File: src/rtl/uart_tx_sched.sv
// Round-robin scheduler sharing one UART byte serializer among N_REQ requesters.
// Optional channel tag byte ahead of each burst: define UART_SCHED_CHAN_TAG_EN.
module uart_tx_sched #(
  parameter int N_REQ     = 4,
  parameter int BURST_MAX = 4,
  parameter int TIMEOUT   = 1000
) (
  input  logic               clk,
  input  logic               rst_n,
  input  logic [N_REQ-1:0]   req_valid,
  input  logic [8*N_REQ-1:0] req_data,
  output logic [N_REQ-1:0]   req_ready,
  output logic               tx_start,
  output logic [7:0]         tx_data,
  input  logic               tx_busy,
  output logic [1:0]         grant_id,
  output logic               sched_busy,
  output logic               timeout_err
);
  typedef enum logic [2:0] {
    S_IDLE,
    S_ACK,
`ifdef UART_SCHED_CHAN_TAG_EN
    S_TAG,
`endif
    S_START,
    S_WAIT_HI,
    S_WAIT_LO
  } state_t;

  localparam logic [8:0]  BURST_LIM = 9'(BURST_MAX);
  localparam logic [15:0] TO_LAST   = 16'(TIMEOUT - 1);

  state_t           state_q, state_d;
  logic [1:0]       grant_id_q, grant_id_d;
  logic [1:0]       rr_q, rr_d;
  logic [1:0]       pick, cand;
  logic [7:0]       burst_cnt_q, burst_cnt_d;
  logic [15:0]      to_cnt_q, to_cnt_d;
  logic [7:0]       tx_data_q, tx_data_d;
  logic [7:0]       gnt_byte;
  logic [N_REQ-1:0] req_ready_q, req_ready_d;
  logic             tx_start_q, tx_start_d;
  logic             sched_busy_q, sched_busy_d;
  logic             timeout_err_q, timeout_err_d;
`ifdef UART_SCHED_CHAN_TAG_EN
  logic [7:0]       pay_q, pay_d;
  logic             tag_ph_q, tag_ph_d;
`endif

  function automatic logic [1:0] next_id(input logic [1:0] id);
    return (int'(id) == N_REQ - 1) ? 2'd0 : id + 2'd1;
  endfunction

  // Walk downwards so the nearest valid index at or after rr_q wins.
  always_comb begin
    pick = rr_q;
    cand = '0;
    for (int k = N_REQ - 1; k >= 0; k--) begin
      cand = 2'((int'(rr_q) + k) % N_REQ);
      if (req_valid[cand]) pick = cand;
    end
  end

  assign gnt_byte = req_data[{grant_id_q, 3'b000} +: 8];

  always_comb begin
    state_d       = state_q;
    grant_id_d    = grant_id_q;
    rr_d          = rr_q;
    burst_cnt_d   = burst_cnt_q;
    to_cnt_d      = to_cnt_q;
    tx_data_d     = tx_data_q;
    timeout_err_d = 1'b0;
`ifdef UART_SCHED_CHAN_TAG_EN
    pay_d         = pay_q;
    tag_ph_d      = tag_ph_q;
`endif
    case (state_q)
      S_IDLE: begin
        if (|req_valid) begin
          grant_id_d  = pick;
          burst_cnt_d = '0;
          state_d     = S_ACK;
        end
      end
      S_ACK: begin
        tx_data_d = gnt_byte;
        state_d   = S_START;
`ifdef UART_SCHED_CHAN_TAG_EN
        pay_d = gnt_byte;
        if (burst_cnt_q == '0) state_d = S_TAG;
`endif
      end
`ifdef UART_SCHED_CHAN_TAG_EN
      S_TAG: begin
        tx_data_d = 8'hA0 | {6'b0, grant_id_q};
        tag_ph_d  = 1'b1;
        state_d   = S_START;
      end
`endif
      S_START: begin
        to_cnt_d = '0;
        state_d  = S_WAIT_HI;
      end
      S_WAIT_HI: begin
        // A busy still high from a previous frame counts as the rise.
        if (tx_busy) begin
          state_d = S_WAIT_LO;
        end else begin
          to_cnt_d = (to_cnt_q == 16'hFFFF) ? to_cnt_q : to_cnt_q + 16'd1;
          if (to_cnt_d == TO_LAST) begin
            timeout_err_d = 1'b1;
            rr_d          = next_id(grant_id_q);
            state_d       = S_IDLE;
`ifdef UART_SCHED_CHAN_TAG_EN
            tag_ph_d      = 1'b0;
`endif
          end
        end
      end
      S_WAIT_LO: begin
        if (!tx_busy) begin
`ifdef UART_SCHED_CHAN_TAG_EN
          if (tag_ph_q) begin
            tag_ph_d  = 1'b0;
            tx_data_d = pay_q;
            state_d   = S_START;
          end else
`endif
          begin
            burst_cnt_d = (burst_cnt_q == 8'hFF) ? burst_cnt_q : burst_cnt_q + 8'd1;
            if ((({1'b0, burst_cnt_q} + 9'd1) < BURST_LIM) && req_valid[grant_id_q]) begin
              state_d = S_ACK;
            end else begin
              rr_d    = next_id(grant_id_q);
              state_d = S_IDLE;
            end
          end
        end
      end
      default: state_d = S_IDLE;
    endcase

    // Outputs are registered from the next state so they line up with it.
    req_ready_d  = (state_d == S_ACK) ? (N_REQ'(1) << grant_id_d) : '0;
    tx_start_d   = (state_d == S_START);
    sched_busy_d = (state_d != S_IDLE);
  end

  always_ff @(posedge clk or negedge rst_n) begin
    if (!rst_n) begin
      state_q       <= S_IDLE;
      grant_id_q    <= '0;
      rr_q          <= '0;
      burst_cnt_q   <= '0;
      to_cnt_q      <= '0;
      tx_data_q     <= 8'h00;
      req_ready_q   <= '0;
      tx_start_q    <= 1'b0;
      sched_busy_q  <= 1'b0;
      timeout_err_q <= 1'b0;
`ifdef UART_SCHED_CHAN_TAG_EN
      pay_q         <= 8'h00;
      tag_ph_q      <= 1'b0;
`endif
    end else begin
      state_q       <= state_d;
      grant_id_q    <= grant_id_d;
      rr_q          <= rr_d;
      burst_cnt_q   <= burst_cnt_d;
      to_cnt_q      <= to_cnt_d;
      tx_data_q     <= tx_data_d;
      req_ready_q   <= req_ready_d;
      tx_start_q    <= tx_start_d;
      sched_busy_q  <= sched_busy_d;
      timeout_err_q <= timeout_err_d;
`ifdef UART_SCHED_CHAN_TAG_EN
      pay_q         <= pay_d;
      tag_ph_q      <= tag_ph_d;
`endif
    end
  end

  assign req_ready   = req_ready_q;
  assign tx_start    = tx_start_q;
  assign tx_data     = tx_data_q;
  assign grant_id    = grant_id_q;
  assign sched_busy  = sched_busy_q;
  assign timeout_err = timeout_err_q;

endmodule
File: config.mk
export PLATFORM = sky130hd
export DESIGN_NAME = uart_tx_sched
export DESIGN_NICKNAME = d
export VERILOG_FILES = /design/src/rtl/uart_tx_sched.sv
export SDC_FILE = /design/constraint.sdc
export NUM_CORES = 1
export LEC_CHECK = 0
export CAP_MARGIN = 20
export CORE_MARGIN = 3
export CORE_UTILIZATION = 54
export CTS_BUF_LIST = sky130_fd_sc_hd__clkbuf_2
export CTS_CLUSTER_DIAMETER = 60
export DETAILED_ROUTE_END_ITERATION = 8
export GPL_ROUTABILITY_DRIVEN = 0
export PLACE_DENSITY = 0.89
export RECOVER_POWER = 25
export SLEW_MARGIN = 20
export SYNTH_ARGS = -nofsm -noshare
export SYNTH_HDL_FRONTEND = slang
export SYNTH_SLANG_ARGS = --single-unit
export TNS_END_PERCENT = 50
File: constraint.sdc
create_clock -name clk -period 2.7 [get_ports clk]
set_input_delay 0.54 -clock clk [delete_from_list [all_inputs] [get_ports clk]]
set_output_delay 0.54 -clock clk [all_outputs]
set_load 0.01 [all_outputs]
* After elaboration in Yosys (flattened, before gate mapping)
Cells that the tools add are included.
Cells by class: $add $sub $neg 7, $lt $le $gt $ge 6, equality and inequality tests 16, shift-type cells 2, mux-type cells 39, reductions and logical operators 10
Operators by type and width (number):
- $mux 16 | 2
- $pmux 16 s2 | 1
- $shiftx 32x6->8 | 1
- $mux 8 | 3
- $mux 2 | 11
- $add 16x1->16 const B | 1
- $eq 16x10->1 const B | 1
- $eq 16x16->1 const B | 1
- $pmux 8 s2 | 1
- $lt 2x3->1 const B | 5
- $pmux 3 s5 | 1
- $mux 3 | 4
- $ne 2x2->1 const B | 6
- $bmux 1 s2 | 5
- $add 8x1->9 const B | 1
- $eq 3x2->1 const B | 3
- $lt 9x3->1 const B | 1
- $mux 1 | 9
- $add 8x1->8 const B | 1
- $eq 8x8->1 const B | 1
- $eq 3x1->1 const B | 2
- $reduce_bool 2->1 | 3
- $reduce_and 5->1 | 1
- $add 2x1->2 const B | 2
- other kinds (12) | 13
Storage, ports and cells: bits in registers 46, bits of input ports 39, output and inout port bits 17, word-level logic and storage cells 90

* Logic depth before layout (Yosys ltp)
Gate-level depths: netlist (run 1).
depth in word-level cells 11, gate-level depth with buffers 9

* Worst setup path after synthesis (run 1)
No wires, ideal clock.
kind reg-to-reg, start point register burst_cnt_q[0], end point register req_ready_q[2] (netlist: req_ready[2]), setup time 0.089 ns, arrival 2.177 ns, required time 2.611 ns, slack 0.434 ns, stages on the path, launching flop included 9, clock period less this slack 2.266 ns, cell sequence dfrtp_1 ha_1 and3_1 and3_1 or2_0 a2111oi_0 a31oi_1 o21a_1 nor3b_1
Between the ends: longest elaborated chain between the ends 8
Ends and longest elaborated chain:
- from (decl) | RTL line 38 | logic [7:0] burst_cnt_q, burst_cnt_d;
- from (signal assigned) | RTL line 171 | burst_cnt_q <= burst_cnt_d;
- $add 8x1->9 | RTL line 133 | if ((({1'b0, burst_cnt_q} + 9'd1) < BURST_LIM) && req_valid[grant_id_q]) begin
- $lt 9x3->1 | RTL line 133
- $logic_and 1x1->1 | RTL line 133
- $mux 1 | RTL line 133
- $mux 3 | RTL line 123 | if (!tx_busy) begin
- $pmux 3 s5 | RTL line 79 | case (state_q)
- $eq 3x1->1 | RTL line 146 | req_ready_d = (state_d == S_ACK) ? (N_REQ'(1) << grant_id_d) : '0;
- $mux 4 | RTL line 146
- net req_ready_d[2] | RTL line 42 | logic [N_REQ-1:0] req_ready_q, req_ready_d;
- to (signal assigned) | RTL line 174 | req_ready_q <= req_ready_d;
- to (decl) | RTL line 42
The timed path passes the listed nets, and every way through them passes these cells. A chain may end at the register's enable or synchronous reset.

* Worst setup path in the final report (run 1)
start point register burst_cnt_q[0], end point register req_ready_q[0] (netlist: req_ready[0])
Same word-level chain as after synthesis.

==> results of run 1 <==
==> kinds of logic (layout without fill, tap and decap cells) <==
kind of cell | Yosys count | after routing | share of synthesized area (%)
flip-flops | 46 | 46 | 40.0
AND/OR/NAND/NOR | 123 | 123 | 23.0
AO/OA/AOI/OAI | 79 | 79 | 18.2
XOR/XNOR | 5 | 5 | 1.52
buffers and inverters | 25 | 90 | 4.04
adder cells (fa/ha/maj) | 3 | 3 | 1.30
multiplexers | 22 | 22 | 12.0
==> routing by layer <==
metal  global-route usage, %  vias up  share of wire (%)
li1                        -     1281                  -
met1                    33.6     1354                 40
met2                    44.8      109                 51
met3                    4.54       25                5.9
met5                       0        -                  0
met4                    7.90        0                2.4
==> registers in the layout, indices dropped and copies added, names as in the netlist <==
| signal | count |
|---|---|
| tx_data | 8 |
| req_ready | 4 |
| burst_cnt_q | 8 |
| sched_busy | 1 |
| grant_id | 2 |
| rr_q | 2 |
| tx_start | 1 |
| state_q | 3 |
| to_cnt_q | 16 |
| timeout_err | 1 |
==> cell type report <==
class	instances	area (um2)	area share, %
clock buffer	5	25.0	0.686
clock inverter	3	47.5	1.30
inverter	9	33.8	0.926
multi-input combinational	232	1630	44.7
sequential	46	1150	31.5
tap	67	83.8	2.30
timing repair buffer	73	676	18.5
==> power by group through the flow <==
stage / clock network (mW) / registers (mW) / logic (mW)
2_1_floorplan: 0 / 1.03 / 0.702
3_3_place_gp: 0 / 0.990 / 1.25
3_5_place_dp: 0 / 1.00 / 1.30
4_1_cts: 0.417 / 0.990 / 1.30
5_1_grt: 0.449 / 1.02 / 1.43
6_report: 0.417 / 0.992 / 1.32
==> critical path, delay by kind of cell, from the launching register on <==
| family | cells | cell delay [ns] |
|---|---|---|
| compound gates | 3 | 0.82 |
| fa+ha+maj | 1 | 0.26 |
| flops | 1 | 0.48 |
| simple gates | 4 | 0.89 |
==> final timing paths <==
check / endpoint / slack (ns) / cells after the start
max reg2reg: req_ready[0]$_DFF_PN0_ / 0.12 / 8
max: req_ready[0]$_DFF_PN0_ / 0.12 / 8
min: burst_cnt_q[5]$_DFFE_PN0P_ / 0.31 / 1
min reg2reg: tx_data[5]$_DFFE_PN0P_ / 0.54 / 1
min in group clk: tx_data[5]$_DFFE_PN0P_ / 0.54 / 1
max in group asynchronous: tx_start$_DFF_PN0_ / 0.53 / 2
==> synth_stat cells (all sizes together) (5+ instances only) <==
cell    instances  area, um2
o21ai          28        140
nor2           23       86.3
and3            9       61.3
o31ai           5       37.5
nand4           9       62.6
nand2          28        105
a31oi           5       31.3
mux4            9        203
inv             9       33.8
clkbuf          6       22.5
dfrtp          46       1150
nand3          13       65.1
and2            5       31.3
nor3b           5       37.5
nor3           11       55.1
mux2           10        113
a21oi          11       55.1
buf            10       60.1
==> through the flow <==
stage / area (um2) / instances / setup slack (ns) / power [mW] / hold slack (ns)
2_1_floorplan: 2880 / 303 / 0.434 / 1.73 / 0.244
3_3_place_gp: 3540 / 424 / 0.116 / 2.24 / 0.489
3_5_place_dp: 3540 / 424 / 0.115 / 2.30 / 0.496
4_1_cts: 3610 / 432 / 0.0703 / 2.71 / 0.0267
5_1_grt: 3650 / 435 / 0.0172 / 2.90 / 0.380
6_report: 3650 / 435 / 0.116 / 2.73 / 0.310
==> repair_timing <==
item	CTS	global route
endpoints found under the setup margin	0	8
resized for setup	0	5
buffers inserted	0	3
hold endpoints to repair	0	0
==> impl_metrics.ini, run 1 <==
[outcome]
status = complete, no violations

[flow_run]
cap_violations = 0

[route]
vias = 2769
drtIter0Drc = 280
drc = 0
wl_per_cell_um = 18.2
drt_pass1_iterations = 5
drt_wl_total_um = 7920
ant_nets = 0
viasPerCell = 6.37

[global_route]
grt_max_degree = 25
antenna_found_initial = 0
grtUsageTotal_pct = 26.1
grt_pass1_wl_um = 12900
gr-total-overflow = 0
grt_pass1_vias = 2628

[pwr]
pwr_density_cell_mw_per_mm2 = 747
leakage_nw = 1.53
seqPwrFrac_pct = 36.4
switchingPower_mw = 1.04
peakVddDrop_v = 0.000361
switching_share_pct = 38.1
p_clk_share_pct = 15.3
power.internal_mw = 1.69
p_comb_share_pct = 48.3

[final_layout]
fillCellCount = 382
drive_gt1_share_pct = 15.5
layout_commonest_cell = clkdlybuf4s50_1
nNetsFinal = 409
mostFrequentLayoutCells = clkdlybuf4s50_1, dfrtp_1, nand2_1, o21ai_0, nor2_1
area_growth_pct = 26.8
antenna_cells = 0
fin_util_pct = 73.8

[clock_network]
cts_buffers = 5
clkSlewWorstSetupHoldPaths_ns = 0.30
cts_hold_buf = 0
ctsRootBufferMaster = clkbuf_2
clockBufferDepth = 2
cts_tree = done
cts_sinks = 46
clock_latency_ns = 0.46
htreeDepth = 2

[timing]
final.setup.tns_ns = 0
worst_pin_slew_ns = 1.37
skew_ns = 0.0520
hold_viol = 0
rsz0062_at_grt = false
slew_headroom_pct = 8.64
finalSetupViolations = 0
period_needed_ns = 2.58
fin_crit_sh_pct = 95.7
timing.fmax_mhz = 387
maxSlewViolCount = 0

[worst_setup_path]
end_kind = flip-flop
slowest_stage = dfrtp_1
rr_startpoint = burst_cnt_q[0]$_DFFE_PN0P_
crit_start = burst_cnt_q[0]$_DFFE_PN0P_
crit_chain = ha_1 -> and3_1 -> and3_1 -> or2_0 -> a2111oi_2 -> a31oi_2 -> o21a_2 -> nor3_1
required_ns = 3.05
slowest_delay_ns = 0.48
arrival_ns = 2.93
critPathMaxFanout = 6
startpoint_type = flip-flop
criticalPathCategory = reg -> reg
worst_path_most_repeated_cell = and3_1

[die]
initial_utilization_pct = 58.2
die_h_um = 79
std_cell_rows = 25
ios = 56
die-area_mm2 = 0.00624
die_x_um = 79
core_area_mm2 = 0.00494

[yosys]
synth_warnings = 0
async_flop_share_pct = 100
synth-main-ff-cell = dfrtp_1
yosysSeqAreaShare_pct = 40.0
syn_area_mm2 = 0.00288
synthDistinctLibCells = 54
postSynthCellCount = 303
synth_fp_nets = 345
syn_area_per_cell_um2 = 9.50
yosys_register_bits = 46
synth_edf_count = 0

[min_path]
min_path_type = in -> async

[place]
numPortBuffers = 55
hpwlAfterDp_um = 5850
No activity file was read; power rests on OpenSTA's default activity.
==> run 2, diff against run 1 <==
--- a/config.mk
+++ b/config.mk
@@ -6,12 +6,13 @@
 export NUM_CORES = 1
 export LEC_CHECK = 0
 export CAP_MARGIN = 20
-export CORE_MARGIN = 3
+export CORE_MARGIN = 5
 export CORE_UTILIZATION = 54
 export CTS_BUF_LIST = sky130_fd_sc_hd__clkbuf_2
 export CTS_CLUSTER_DIAMETER = 60
 export DETAILED_ROUTE_END_ITERATION = 8
 export GPL_ROUTABILITY_DRIVEN = 0
+export GPL_TIMING_DRIVEN = 0
 export PLACE_DENSITY = 0.89
 export RECOVER_POWER = 25
 export SLEW_MARGIN = 20
==> run 2 against run 1 <==
Net effect: utilization shrank 3.2 points; fmax up 1.3%; global-route usage down 2.4 points; total power shrank 4.2%; count of clock-buffer cells in the layout unchanged; non-clock buffer count increased by 3; register-to-register slack better by 0.03 ns; wire length fell by 0.59%; cell area fell by 0.45%; clock skew shrank 0.014 ns; via count shrank 1.3%; clock power shrank 12%; largest cell class unchanged; largest power group unchanged; highest routed layer unchanged.
==> impl_metrics.ini, run 2 (synthesis gave the netlist of run 1 again) <==
[timing]
worst_pin_slew_ns = 1.24
hold_viol = 0
rsz0062_at_grt = false
slew_headroom_pct = 16.4
maxSlewViolCount = 0
timing.fmax_mhz = 392
fin_crit_sh_pct = 94.4
finalSetupViolations = 0
skew_ns = 0.0385
period_needed_ns = 2.55

[route]
wl_per_cell_um = 17.9
drc = 0
drt_pass1_iterations = 4
vias = 2732
viasPerCell = 6.21
drtIter0Drc = 292
ant_nets = 0
drt_wl_total_um = 7870

[die]
initial_utilization_pct = 56.0
die-area_mm2 = 0.00689
core_area_mm2 = 0.00514
ios = 56
die_x_um = 83
die_h_um = 83
std_cell_rows = 26

[worst_setup_path]
reg2reg_to = req_ready[2]$_DFF_PN0_
startpoint_type = flip-flop
worst-path-buf-inv = 0
arrival_ns = 2.86
cp_top_family = simple AND/OR/NAND/NOR gates
r2r_cells = 8
required_ns = 3.01
slowest_delay_ns = 0.46
ff2ff_setup_slack_ns = 0.15
crit_chain = ha_1 -> and3_1 -> and3_1 -> or2_0 -> a2111oi_2 -> a31oi_2 -> o21a_2 -> nor3b_1
criticalPathCategory = reg -> reg
end_kind = flip-flop
worst_path_most_repeated_cell = and3_1
rr_startpoint = burst_cnt_q[0]$_DFFE_PN0P_
critPathMaxFanout = 6
slowest_stage = dfrtp_1

[final_layout]
largest_reg_flops = 16
mostFrequentLayoutCells = clkdlybuf4s50_1, dfrtp_1, nand2_1, o21ai_0, nor2_1
fillCellCount = 411
nNetsFinal = 412
multi_input_area_mm2 = 0.00164
regMostFlops = to_cnt_q
antenna_cells = 0
area_growth_pct = 26.3
seq_area_mm2 = 0.00115
layout_commonest_cell = clkdlybuf4s50_1
instances_no_fill = 440
drive_gt1_share_pct = 13.8
fin_util_pct = 70.7

[global_route]
grt_pass1_wl_um = 13300
gr-total-overflow = 0
grt_max_degree = 30
grt_pass1_vias = 2556
grtUsageTotal_pct = 23.7
antenna_found_initial = 0

[clock_network]
clock_latency_ns = 0.42
ctsRootBufferMaster = clkbuf_2
cts_tree = done
htreeDepth = 2
cts_sinks = 46
clockBufferDepth = 2
clkSlewWorstSetupHoldPaths_ns = 0.20
cts_buffers = 5

[pwr]
pwr_density_cell_mw_per_mm2 = 719
leakage_nw = 1.52
peakVddDrop_v = 0.000388

[outcome]
status = complete, no violations

[place]
numPortBuffers = 55
placed_cells = 429
hpwlAfterDp_um = 5980

[min_path]
min_path_type = reg -> reg
whs_endpoint = tx_data[7]$_DFFE_PN0P_
min_path_cells = 1
min_from = tx_data[7]$_DFFE_PN0P_

[flow_run]
cap_violations = 0
[run 2: cell count changes in the layout (fill, tap and decap cells not counted), moves of 2 or more]
cell / before / now
buf_2: 0 / 6
buf_1: 0 / 2
buf_6: 0 / 2
inv_6: 2 / 0
clkbuf_1: 2 / 7
buf_4: 17 / 3
[run 2: what timing repair did]
action | CTS | global route
buffers inserted | 0 | 3
hold buffers | 0 | 1
endpoints found under the hold margin | 0 | 5
gates resized for setup | 2 | 3
endpoints found under the setup margin | 4 | 6
pin swaps | 0 | 1
[run 2: cell type report]
class	count	share of cell area (%)
inverters	9	0.930
multi-input cells	232	45.1
clock inverters	2	0.930
plain buffers	16	2.27
repair buffers	60	16.0
clock buffers	5	0.689
flip-flops and latches	46	31.7
well taps	70	2.41
[run 2: worst max-delay path by stage]
stage / cells past startpoint / from / slack (ns) / endpoint
6_report: 8 / burst_cnt_q[0]$_DFFE_PN0P_ / 0.15 / req_ready[2]$_DFF_PN0_
5_1_grt: 8 / burst_cnt_q[0]$_DFFE_PN0P_ / 0.02 / req_ready[3]$_DFF_PN0_
4_1_cts: 8 / burst_cnt_q[0]$_DFFE_PN0P_ / 0.08 / req_ready[2]$_DFF_PN0_
3_5_place_dp: 7 / req_valid[1] / -0.19 / req_ready[2]$_DFF_PN0_
3_3_place_gp: 1 / rst_n / -0.16 / to_cnt_q[13]$_DFFE_PN0P_
2_1_floorplan: 8 / burst_cnt_q[0]$_DFFE_PN0P_ / 0.43 / req_ready[2]$_DFF_PN0_
[run 2: through the flow]
| stage | TNS [ns] | hold WS (ns) | power, mW | cell area [um2] | setup WS [ns] |
|---|---|---|---|---|---|
| after floorplan | 0 | 0.244 | 1.73 | 2880 | 0.434 |
| after global placement | -7.57 | 0.490 | 2.18 | 3520 | -0.160 |
| after detailed placement | -1.63 | 0.496 | 2.26 | 3540 | -0.192 |
| after CTS | 0 | 0.00649 | 2.62 | 3600 | 0.0763 |
| after global routing | 0 | 0.558 | 2.80 | 3630 | 0.0167 |
| final | 0 | 0.535 | 2.61 | 3630 | 0.150 |
[run 2: where the power goes]
| part | leakage [nW] | switching, mW | internal (mW) | total [mW] |
|---|---|---|---|---|
| clock | 0.0365 | 0.216 | 0.149 | 0.365 |
| combinational | 0.877 | 0.634 | 0.620 | 1.25 |
| sequential | 0.606 | 0.141 | 0.851 | 0.993 |
[run 2: metal layers]
metal	GRT usage (%)	vias up	part of all wire (%)	wire, um
li1	-	1278	-	-
met1	29.6	1320	41	3240
met2	41.6	121	52	4070
met3	4.65	13	5.2	410
met4	6.39	0	1.8	144
met5	0	-	0	0
==> run 3, diff against run 2 <==
--- a/config.mk
+++ b/config.mk
@@ -6,14 +6,14 @@
 export NUM_CORES = 1
 export LEC_CHECK = 0
 export CAP_MARGIN = 20
-export CORE_MARGIN = 5
-export CORE_UTILIZATION = 54
+export CORE_UTILIZATION = 60
 export CTS_BUF_LIST = sky130_fd_sc_hd__clkbuf_2
 export CTS_CLUSTER_DIAMETER = 60
 export DETAILED_ROUTE_END_ITERATION = 8
+export DONT_BUFFER_PORTS = 1
 export GPL_ROUTABILITY_DRIVEN = 0
 export GPL_TIMING_DRIVEN = 0
-export PLACE_DENSITY = 0.89
+export PLACE_DENSITY = 0.82
 export RECOVER_POWER = 25
 export SLEW_MARGIN = 20
 export SYNTH_ARGS = -nofsm -noshare
==> run 3 against run 2 <==
Net effect: the run now ends with design-rule violations left; wire length decreased by 13%; setup slack improved by 0.0053 ns; hold slack worse by 0.37 ns; via count is 9.3% lower; critical path type unchanged; critical path depth unchanged; global-route usage is 4.4 points higher; clock power decreased by 22%; cell area is 15% lower; critical endpoint is now req_ready[0]$_DFF_PN0_; count of clock-buffer cells in the layout is the same; total power decreased by 13%; sequential share of layout area rose by 5.8 points.
==> impl_metrics.ini, run 3 (synthesis gave the netlist of run 1 again) <==
[pwr]
leakage_nw = 1.31
pwr_density_cell_mw_per_mm2 = 738
peakVddDrop_v = 0.000469

[timing]
hold_viol = 0
timing.fmax_mhz = 393
slew_headroom_pct = 25.9
rsz0062_at_grt = false
finalWorstSetupSlack_ns = 0.156
fin_crit_sh_pct = 94.2
final.setup.tns_ns = 0
finalSetupViolations = 0
maxSlewViolCount = 0
worst_pin_slew_ns = 1.11
period_needed_ns = 2.54
skew_ns = 0.0364
holdWs_ns = 0.161

[global_route]
grt_pass1_wl_um = 11000
antenna_found_initial = 0
gr-total-overflow = 0
grtUsageTotal_pct = 28.0
grt_pass1_vias = 2261
grt_max_degree = 47

[place]
place_ws_ns = 0.0433
placed_area_mm2 = 0.00295
hpwlAfterDp_um = 4700
numPortBuffers = 0

[worst_setup_path]
end_kind = flip-flop
reg2reg_to = req_ready[0]$_DFF_PN0_
r2r_cells = 8
ff2ff_setup_slack_ns = 0.16
arrival_ns = 2.91
crit_start = burst_cnt_q[0]$_DFFE_PN0P_
crit_path_end = req_ready[0]$_DFF_PN0_
slowest_delay_ns = 0.46
rr_startpoint = burst_cnt_q[0]$_DFFE_PN0P_
slowest_stage = dfrtp_1
worst_path_most_repeated_cell = and3_1
criticalPathCategory = reg -> reg
crit_chain = ha_1 -> and3_1 -> and3_1 -> or2_0 -> a2111oi_4 -> a31oi_2 -> o21a_4 -> nor3_1
critPathMaxFanout = 6
required_ns = 3.07
startpoint_type = flip-flop

[final_layout]
regMostFlops = to_cnt_q
layout_commonest_cell = dfrtp_1
drive_gt1_share_pct = 16.5
largest_reg_flops = 16
seq_area_mm2 = 0.00115
area_growth_pct = 6.78
design_area_mm2 = 0.00307
fin_util_pct = 68.7
antenna_cells = 0
nNetsFinal = 357
fillCellCount = 350
multi_input_area_mm2 = 0.00166
mostFrequentLayoutCells = dfrtp_1, nand2_1, o21ai_0

[outcome]
violations = design-rule violations
status = complete, but fails checks

[die]
die-area_mm2 = 0.00508
die_h_um = 71.3
core_area_mm2 = 0.00447
std_cell_rows = 24
initial_utilization_pct = 64.3
ios = 56
die_x_um = 71.3

[route]
drt_wl_total_um = 6810
ant_nets = 0
drtIter0Drc = 204
drt_pass1_iterations = 7
wl_per_cell_um = 18.5
viasPerCell = 6.74
drc = 2
vias = 2479

[clock_network]
clockBufferDepth = 2
cts_sinks = 46
cts_buffers = 5
cts_tree = done
ctsRootBufferMaster = clkbuf_2
clock_latency_ns = 0.45
clkSlewWorstSetupHoldPaths_ns = 0.25
htreeDepth = 2

[flow_run]
cap_violations = 0

[min_path]
min_path_cells = 1
min_path_type = in -> reg
[run 3: cell count changes in the layout (fill, tap and decap cells not counted)]
cell and change:
a2111oi_4 +1, nor3_1 -1, nor3_2 +1, bufinv_16 -1, clkinv_4 +1, clkdlybuf4s50_1 -54, a2111oi_2 -1, o21a_4 +1
o21a_2 -1, clkbuf_1 -1, clkinv_1 +1
[run 3: how the worst min path moves through the flow]
stage / start / end / slack, ns
final: tx_busy / state_q[2]$_DFF_PN0_ / 0.16
after floorplan: rst_n / burst_cnt_q[0]$_DFFE_PN0P_ / 0.24
after global routing: tx_busy / state_q[2]$_DFF_PN0_ / 0.14
after detailed placement: rst_n / burst_cnt_q[4]$_DFFE_PN0P_ / 0.25
after global placement: rst_n / burst_cnt_q[4]$_DFFE_PN0P_ / 0.25
after CTS: tx_busy / state_q[2]$_DFF_PN0_ / 0.15
[run 3: worst max-delay path: cells and delay by family, from the launching register on]
family,cells,cell delay (ns)
AO/OA/AOI/OAI,3,0.80
flip-flops,1,0.46
adder cells (fa/ha/maj),1,0.26
AND/OR/NAND/NOR,4,0.94
[run 3: power by group]
group	internal [mW]	switching [mW]
Combinational	0.413	0.511
Sequential	0.853	0.206
Clock	0.0597	0.226
Total	1.33	0.944
[run 3: routing by layer]
| metal | routed length [um] | GRT usage (%) |
|---|---|---|
| met1 | 2810 | 38.1 |
| met2 | 3440 | 44.3 |
| met3 | 399 | 4.64 |
| met4 | 163 | 13.1 |
| met5 | 0 | 0 |
[run 3: through the flow]
step	power (mW)	instances
after global placement	1.90	355
after detailed placement	1.95	355
after global routing	2.43	368
after CTS	2.26	365
after floorplan	1.73	303
final	2.27	368
[run 3: final cells by class]
cell class / count / share of cell area, %
inverters: 9 / 1.10
multi-input cells: 232 / 54.1
clock inverters: 3 / 0.529
plain buffers: 16 / 2.69
clock buffers: 5 / 0.814
well taps: 52 / 2.12
repair buffers: 5 / 1.22
flip-flops and latches: 46 / 37.5
[run 3: repair_timing]
item / CTS / global route
hold buffers: 2 / 0
hold endpoints to repair: 46 / 0
gates resized for setup: 1 / 6
setup buffers: 0 / 3
endpoints found under the setup margin: 1 / 10
pin swaps: 0 / 3
